## src/rtl/booth_mult_ctrl_pkg.sv

```systemverilog
// Shared types and constants for the radix-16 Booth multiplier controller.
// Pure declarations: no latency, no flow control.
package booth_mult_ctrl_pkg;

    typedef enum logic [1:0] {
        IDLE = 2'd0,
        RUN  = 2'd1,
        DONE = 2'd2
    } state_t;

    localparam logic [2:0] SEL_A_ZERO = 3'd0;
    localparam logic [2:0] SEL_A_X1   = 3'd1;
    localparam logic [2:0] SEL_A_X2   = 3'd2;
    localparam logic [2:0] SEL_A_X4   = 3'd3;
    localparam logic [2:0] SEL_A_X8   = 3'd4;

    localparam logic [1:0] SEL_B_ZERO = 2'd0;
    localparam logic [1:0] SEL_B_X1   = 2'd1;
    localparam logic [1:0] SEL_B_X2   = 2'd2;

    localparam logic SEL_C_ZERO = 1'b0;
    localparam logic SEL_C_X1   = 1'b1;

    // ceil((width+1)/4): one extra bit so unsigned operands keep a zero top digit
    function automatic int digitsFor(input int width);
        return (width + 4) / 4;
    endfunction

endpackage

```

## src/rtl/booth_digit_decode.sv

```systemverilog
// Radix-16 Booth digit decoder: 5-bit window to term selects and sign.
// Purely combinational, zero latency; no flow control.
module booth_digit_decode
    import booth_mult_ctrl_pkg::*;
(
    input  logic [4:0] window,
    output logic [2:0] selBoothA,
    output logic [1:0] selBoothB,
    output logic       selBoothC,
    output logic       sign
);

    logic signed [4:0] digit;
    logic [3:0]        mag;

    always_comb begin
        // {b3,b3,b2,b1,b0} is -8*b3+4*b2+2*b1+b0; then add b(-1)
        digit = $signed({window[4], window[4:1]}) + $signed({4'b0000, window[0]});
        sign  = digit[4];
        mag   = digit[4] ? ((~digit[3:0]) + 4'd1) : digit[3:0];

        selBoothA = SEL_A_ZERO;
        selBoothB = SEL_B_ZERO;
        selBoothC = SEL_C_ZERO;
        if (mag[3]) begin
            selBoothA = SEL_A_X8;
        end else begin
            selBoothA = mag[2] ? SEL_A_X4 : SEL_A_ZERO;
            selBoothB = mag[1] ? SEL_B_X2 : SEL_B_ZERO;
            selBoothC = mag[0] ? SEL_C_X1 : SEL_C_ZERO;
        end
    end

endmodule

```

## src/rtl/booth_mult_ctrl.sv

```systemverilog
// Sequential radix-16 Booth multiply controller driving an external select datapath.
// Fixed DIGITS+1 cycle latency from Start to Done; Start outside IDLE is dropped, never queued.
module booth_mult_ctrl
    import booth_mult_ctrl_pkg::*;
#(
    parameter int WIDTH  = 32,
    parameter int DIGITS = digitsFor(WIDTH)
) (
    input  logic                 Clk,
    input  logic                 Rst,
    input  logic                 Start,
    input  logic                 Signed,
    input  logic [WIDTH-1:0]     Mcand,
    input  logic [WIDTH-1:0]     Mplier,
    input  logic [2*WIDTH-1:0]   BoothA,
    input  logic [2*WIDTH-1:0]   BoothB,
    input  logic [2*WIDTH-1:0]   BoothC,
    output logic [2*WIDTH-1:0]   A,
    output logic [2:0]           SelBoothA,
    output logic [1:0]           SelBoothB,
    output logic                 SelBoothC,
    output logic                 Sign,
    output logic                 Busy,
    output logic                 Done,
    output logic [WIDTH-1:0]     Hi,
    output logic [WIDTH-1:0]     Lo
);

    localparam int ACC_W = 2 * WIDTH;
    localparam int MPL_W = 4 * DIGITS;
    localparam int EXT_W = MPL_W - WIDTH;
    localparam int IDX_W = $clog2(DIGITS + 1);

    state_t state, nextState;

    logic [ACC_W-1:0] acc;
    logic [ACC_W-1:0] mcandExt;
    logic [ACC_W-1:0] stepSum;
    logic [MPL_W:0]   mplierExt;   // bit 0 is the implicit b(-1)
    logic [IDX_W-1:0] digitIdx;
    logic [IDX_W+1:0] shiftAmt;
    logic [4:0]       window;
    logic             lastDigit;
    logic             mcandSignBit;
    logic             mplierSignBit;

    logic [2:0] decSelA;
    logic [1:0] decSelB;
    logic       decSelC;
    logic       decSign;

    assign stepSum       = acc + BoothA + BoothB + BoothC;
    assign lastDigit     = (digitIdx == IDX_W'(DIGITS - 1));
    assign shiftAmt      = {digitIdx, 2'b00};
    assign window        = mplierExt[shiftAmt +: 5];
    assign mcandSignBit  = Signed & Mcand[WIDTH-1];
    assign mplierSignBit = Signed & Mplier[WIDTH-1];

    booth_digit_decode u_decode (
        .window    (window),
        .selBoothA (decSelA),
        .selBoothB (decSelB),
        .selBoothC (decSelC),
        .sign      (decSign)
    );

    always_ff @(posedge Clk or posedge Rst) begin
        if (Rst) begin
            state <= IDLE;
        end else begin
            state <= nextState;
        end
    end

    always_comb begin
        nextState = state;
        case (state)
            IDLE:    if (Start) nextState = RUN;
            RUN:     if (lastDigit) nextState = DONE;
            DONE:    nextState = IDLE;
            default: nextState = IDLE;
        endcase
    end

    always_ff @(posedge Clk or posedge Rst) begin
        if (Rst) begin
            acc       <= '0;
            mcandExt  <= '0;
            mplierExt <= '0;
            digitIdx  <= '0;
            Hi        <= '0;
            Lo        <= '0;
        end else begin
            case (state)
                IDLE: begin
                    if (Start) begin
                        mcandExt  <= {{WIDTH{mcandSignBit}}, Mcand};
                        mplierExt <= {{EXT_W{mplierSignBit}}, Mplier, 1'b0};
                        acc       <= '0;
                        digitIdx  <= '0;
                    end
                end
                RUN: begin
                    acc      <= stepSum;
                    digitIdx <= digitIdx + 1'b1;
                    if (lastDigit) begin
                        {Hi, Lo} <= stepSum;
                    end
                end
                default: ;
            endcase
        end
    end

    always_comb begin
        Busy      = 1'b0;
        Done      = 1'b0;
        A         = '0;
        SelBoothA = SEL_A_ZERO;
        SelBoothB = SEL_B_ZERO;
        SelBoothC = SEL_C_ZERO;
        Sign      = 1'b0;
        case (state)
            RUN: begin
                Busy      = 1'b1;
                A         = mcandExt << shiftAmt;
                SelBoothA = decSelA;
                SelBoothB = decSelB;
                SelBoothC = decSelC;
                Sign      = decSign;
            end
            DONE:    Done = 1'b1;
            default: ;
        endcase
    end

endmodule

```

## config.mk

```make
export PLATFORM = sky130hd
export DESIGN_NAME = booth_mult_ctrl
export DESIGN_NICKNAME = d
export VERILOG_FILES = /design/src/rtl/booth_mult_ctrl_pkg.sv /design/src/rtl/booth_digit_decode.sv /design/src/rtl/booth_mult_ctrl.sv
export SDC_FILE = /design/constraint.sdc
export NUM_CORES = 1
export LEC_CHECK = 0
export ABC_CLOCK_PERIOD_IN_PS = 6900
export CAP_MARGIN = 20
export CORE_MARGIN = 3
export CORE_UTILIZATION = 53
export CTS_BUF_LIST = sky130_fd_sc_hd__clkbuf_8
export DETAILED_ROUTE_END_ITERATION = 10
export PLACE_DENSITY = 0.88
export SLEW_MARGIN = 25
export SYNTH_ARGS = -nofsm -noshare
export SYNTH_HDL_FRONTEND = slang
export SYNTH_SLANG_ARGS = --single-unit
```

## constraint.sdc

```tcl
create_clock -name Clk -period 6.9 [get_ports Clk]
set_clock_uncertainty 0.2 [all_clocks]
set_input_delay 0.69 -clock Clk [delete_from_list [all_inputs] [get_ports Clk]]
set_output_delay 0.69 -clock Clk [all_outputs]
set_load 0.05 [all_outputs]
```

==> flow_summary.json, run 1 <==
{
  "post_cts_buffers": 0,
  "hold_end": "Hi[21]",
  "chipWidth_um": 185.4,
  "wirelength_um": 52730,
  "layout.nets": 2880,
  "start_util_pct": 53.91,
  "fmax_mhz": 175.5,
  "setup_slack_ps": 1201,
  "chipHeight_um": 185.4,
  "port_buffers": 395,
  "timing.final.hold_violations": 0,
  "gr-total-overflow": 0,
  "synth_edf_count": 0,
  "async_reset_ff_share_pct": 100.0,
  "drive_above_1_share_pct": 3.854,
  "cts_buffers": 17,
  "antenna_found_initial": 0,
  "synth_cell_types": 70,
  "r2r_start": "acc[1]",
  "io_pins": 397,
  "dpl_worst_slack_ps": 1168,
  "slew_headroom_pct": 42.65,
  "dieArea_um2": 34370,
  "clock_latency_ps": 490,
  "final_max_slew_viol_count": 0,
  "htree_num_levels": 4,
  "yosys-top-cells-area": "dfrtp_1, fa_1, nand2_1",
  "status": "completed",
  "globalplace.congestion": 0.9352,
  "dr.pass1.iters": 5,
  "startpoint_type": "flop",
  "antenna_cells": 0,
  "rows": 65,
  "drt_iter0_drc": 1291,
  "cts_tree": "done",
  "cts_sinks": 200,
  "path_class": "flop to output port",
  "max-clock-path-buffers": 2,
  "core_area_um2": 31640,
  "avgRoutedWirePerCell_um": 18.56,
  "postSynthAreaPerCell_um2": 8.102,
  "clk_pin_slew_ps": 100,
  "grt_max_degree": 143,
  "clockRootBuffer": "clkbuf_8",
  "hpwl_um": 41620,
  "holdWs_ps": 283.2,
  "ctsHoldBuffers": 0,
  "cp.required_ps": 6010,
  "viasPerCell": 5.552,
  "fin_tns_setup_ps": 0,
  "arrival_ps": 4810,
  "setup_violations": 0,
  "rsz0062_at_grt": "no",
  "synth_nets": 2559,
  "yosysWarnings": 0,
  "grt_pass1_wl_um": 83210,
  "area_growth_pct": 26.67,
  "synth_top_area_cell": "dfrtp_1",
  "synth.ff_latch_count": 200,
  "min_period_ps": 5699,
  "worstReg2RegEnd": "Hi[25]",
  "cp_max_fo": 27,
  "min_path_type": "flop to flop",
  "grt_use_total_pct": 30.48,
  "endpoint_kind": "output port",
  "r2r_slack_ps": 2500,
  "postCtsResizedCells": 0,
  "synthesis.area_um2": 17050,
  "fin_crit_sh_pct": 82.59,
  "route.detailed.drc": 0,
  "yosysSeqAreaShare_pct": 29.35,
  "yosysTopAreaCellShare_pct": 29.35,
  "synth-main-ff-cell": "dfrtp_1",
  "grt_pass1_vias": 16128,
  "reg2reg_depth": 14,
  "worstMarginPinSlew_ps": 860.3,
  "netlist_instances": 2105,
  "vias": 15773,
  "hold_depth": 2,
  "drtAntennaViolNets": 0,
  "drv_cap": 0,
  "hold_start": "Hi[21]"
}
## critical path, cell delays in order (launching register included)
cell and delay (ps):
dfrtp_2 800, clkinv_1 670, and3_1 340, a21oi_1 110, nor2_1 50, a21oi_1 120, o21ai_0 90, ha_1 260
ha_1 310, inv_1 60, ha_1 190, nand2b_1 150, o21ai_0 180, and3_1 190, clkdlybuf4s50_1 810
## worst max-delay path by stage
stage,end,from,depth (start not counted)
floorplan,Hi[0],Rst,1
global placement,Hi[25],BoothA[1],18
detailed placement,Hi[25],BoothA[1],18
CTS,SelBoothA[0],digitIdx[0],14
global route,SelBoothA[1],digitIdx[0],14
finish,SelBoothA[0],digitIdx[0],14
## layout by cell type (no fill, tap or decap), types with 3 or more instances in the layout
master,Yosys,layout
a221oi_1,10,10
o21a_1,5,5
a22o_1,57,57
dfrtp_1,200,198
and3_1,12,12
o21ai_1,10,10
o31ai_1,4,4
nor2_1,127,127
a31oi_1,17,17
clkinv_4,0,3
nor2b_1,13,13
o21ai_0,79,79
a211oi_1,15,15
nor3_1,13,13
ha_1,68,68
mux2_2,11,11
clkdlybuf4s50_1,0,395
and2_1,6,5
fa_1,126,126
nand2b_1,5,4
xnor2_1,42,42
mux2i_1,37,37
nand2_1,455,454
o211ai_1,7,7
a21oi_1,134,134
o21bai_1,12,11
xor2_1,24,24
inv_6,0,5
nand4_1,21,21
buf_4,4,16
a21o_1,30,30
clkbuf_8,0,18
mux4_2,11,11
nand3_1,23,22
inv_1,376,375
## Yosys cell counts, types with 5 or more instances
master / instances
xor2_1: 24
nand4_1: 21
o211ai_1: 7
nand2_1: 455
nand3_1: 23
a21oi_1: 134
a21o_1: 30
mux2i_1: 37
buf_2: 11
fa_1: 126
ha_1: 68
nor3_1: 13
a211oi_1: 15
dfrtp_1: 200
and3_1: 12
o21ai_0: 79
clkbuf_1: 74
mux2_2: 11
o21a_1: 5
a22o_1: 57
xnor2_1: 42
mux4_2: 11
nand2b_1: 5
o21bai_1: 12
nor2b_1: 13
and2_1: 6
inv_1: 376
a31oi_1: 17
buf_1: 20
a221oi_1: 10
o21ai_1: 10
nor2_1: 127
## area by class of cell
type	count	area, um2
Fill cell	2475	10030
Timing Repair Buffer	411	4074
Tap cell	402	503.0
Inverter	379	1435
Multi-Input combinational cell	1417	10220
Clock buffer	18	247.7
Sequential cell	200	5007
Clock inverter	14	116.4
## logic make-up after synthesis
logic type                 count (synthesis)  share of synthesized area, %
xor gates and xnor gates                  66                         3.390
other                                      1                       0.02199
and+or+nand+nor                          687                         16.48
AOI/OAI and AO/OA                        410                         15.72
DFF                                      200                         29.35
buffers and inverters                    488                         10.91
adders and majority gates                194                         19.78
muxes                                     59                         4.351
## flip-flops by register name, indices dropped and copies added, names as in the netlist
name and count:
acc 64, Hi 32, mplierExt 33, mcandExt 33, Lo 32, digitIdx 4
state 2
## metal layers
layer	routed length [um]	GRT usage, %	vias up
met4	2236	12.64	0
met1	20650	38.06	7530
li1	-	-	7371
met3	3895	5.538	129
met5	0	0	-
met2	25940	52.35	743
## stage by stage
stage,instances,cell area (um2),utilization (%)
final,2841,21600,68.28
after global routing,2841,21600,68.28
after CTS,2841,21600,68.27
after detailed placement,2809,21230,67.11
after global placement,2809,21230,67.11
after floorplan,2105,17050,-
Power of run 1 is left out: the tool's default activity adds up to more than one toggle a clock period on the data nets, which glitch-free logic cannot reach.
==> run 2: changes to the inputs <==
--- a/config.mk
+++ b/config.mk
@@ -5,7 +5,7 @@
 export SDC_FILE = /design/constraint.sdc
 export NUM_CORES = 1
 export LEC_CHECK = 0
-export ABC_CLOCK_PERIOD_IN_PS = 6900
+export ABC_CLOCK_PERIOD_IN_PS = 5550
 export CAP_MARGIN = 20
 export CORE_MARGIN = 3
 export CORE_UTILIZATION = 53
==> constraint.sdc (replaced) <==
create_clock -name Clk -period 5.55 [get_ports Clk]
set_clock_uncertainty 0.2 [all_clocks]
set_input_delay 0.555 -clock Clk [delete_from_list [all_inputs] [get_ports Clk]]
set_output_delay 0.555 -clock Clk [all_outputs]
set_load 0.05 [all_outputs]
==> flow_summary.json, run 2 (synthesis gave the netlist of run 1 again) <==
{
  "rsz0062_at_grt": "no",
  "fillers": 2499,
  "port_buffers": 395,
  "top_regs": "acc x64, mcandExt x33, mplierExt x33",
  "postCtsResizedCells": 0,
  "core_area_um2": 31640,
  "drive_above_1_share_pct": 4.841,
  "met2_usage_pct": 54.38,
  "r2r_slack_ps": 1260,
  "clk_pin_slew_ps": 120,
  "chipWidth_um": 185.4,
  "grt_pass1_vias": 16280,
  "min_period_ps": 5009,
  "register_area_um2": 5007,
  "fin_tns_setup_ps": 0,
  "rows": 65,
  "setup_violations": 0,
  "endpoint_kind": "flop",
  "path_class": "input port to flop",
  "drtAntennaViolNets": 0,
  "clockRootBuffer": "clkbuf_8",
  "cp.required_ps": 5690,
  "min_path_type": "flop to flop",
  "layout_common_cells": "nand2_1, clkdlybuf4s50_1, inv_1, dfrtp_1, a21oi_1",
  "worstMarginPinSlew_ps": 1028,
  "antenna_cells": 0,
  "start_util_pct": 53.91,
  "grt_pass1_wl_um": 84530,
  "holdWs_ps": 287.9,
  "busiest_layer": "met2",
  "largest_register_ffs": 64,
  "dr.pass1.iters": 7,
  "ctsHoldBuffers": 0,
  "dieArea_um2": 34370,
  "max-clock-path-buffers": 2,
  "drt_iter0_drc": 1366,
  "cts_buffers": 17,
  "viasPerCell": 5.536,
  "grt_use_total_pct": 31.03,
  "fmax_mhz": 199.6,
  "status": "completed",
  "post_cts_buffers": 0,
  "clock_latency_ps": 490,
  "mostFrequentLayoutCell": "nand2_1",
  "cts_sinks": 200,
  "io_pins": 397,
  "layout.nets": 2899,
  "avgRoutedWirePerCell_um": 18.74,
  "cp_max_fo": 4,
  "wirelength_um": 53610,
  "final_max_slew_viol_count": 0,
  "globalplace.congestion": 0.9352,
  "dpl_worst_slack_ps": 67.79,
  "route.detailed.drc": 0,
  "setup_slack_ps": 540.8,
  "timing.final.hold_violations": 0,
  "largest_register": "acc",
  "globalRouteMet3Util_pct": 5.460,
  "vias": 15834,
  "gr-total-overflow": 0,
  "slew_headroom_pct": 31.31,
  "grtUsageMet1_pct": 38.45,
  "drv_cap": 0,
  "htree_num_levels": 4,
  "startpoint_type": "input port",
  "fin_crit_sh_pct": 90.26,
  "antenna_found_initial": 0,
  "cts_tree": "done",
  "grt_max_degree": 201,
  "hpwl_um": 41910,
  "chipHeight_um": 185.4,
  "arrival_ps": 5150,
  "area_growth_pct": 28.17,
  "multiInputGateArea_um2": 10220
}
[run 2: path summary, 6_finish.rpt]
check / startpoint / endpoint / cells after the start
setup / recovery: BoothA[1] / Hi[25] / 18
hold / removal: mplierExt[1] / mplierExt[1] / 2
setup reg to reg: acc[1] / Hi[25] / 14
hold reg to reg: mplierExt[1] / mplierExt[1] / 2
max in group asynchronous: Rst / Hi[20] / 4
min in group asynchronous: Rst / Lo[11] / 3
[run 2: metrics by stage]
| stage | std cells | utilization (%) | instance area (um2) |
|---|---|---|---|
| after CTS | 2859 | 69.01 | 21830 |
| after global routing | 2860 | 69.09 | 21860 |
| final | 2860 | 69.09 | 21860 |
| after global placement | 2827 | 67.69 | 21410 |
| after detailed placement | 2827 | 67.69 | 21410 |
| after floorplan | 2105 | - | 17060 |
[run 2: cell type report]
cell class                      instances  share of cell area (%)
Clock buffer                           18                   1.133
Sequential cell                       200                   22.91
Timing Repair Buffer                  430                   19.61
Multi-Input combinational cell       1417                   46.75
Clock inverter                         14                  0.7728
Tap cell                              402                   2.301
Inverter                              379                   6.525
[run 2: routing by layer]
metal | up-vias | wire length [um]
met2 | 737 | 26690
li1 | 7396 | -
met4 | 0 | 2027
met3 | 114 | 4035
met1 | 7587 | 20860
met5 | - | 0
[run 2: worst max-delay path: stages]
cell and delay [ps]:
clkdlybuf4s50_1 450, inv_1 50, fa_1 530, inv_1 60, fa_1 460, ha_1 240, fa_1 420, a21o_1 250
a221oi_4 330, o21ai_1 170, o41ai_2 420, o211ai_2 210, a31o_2 280, o221ai_2 200, or2_4 180, o21ai_1 70
xnor2_1 170, o21ai_1 100
Power of run 2 is left out for the same reason.
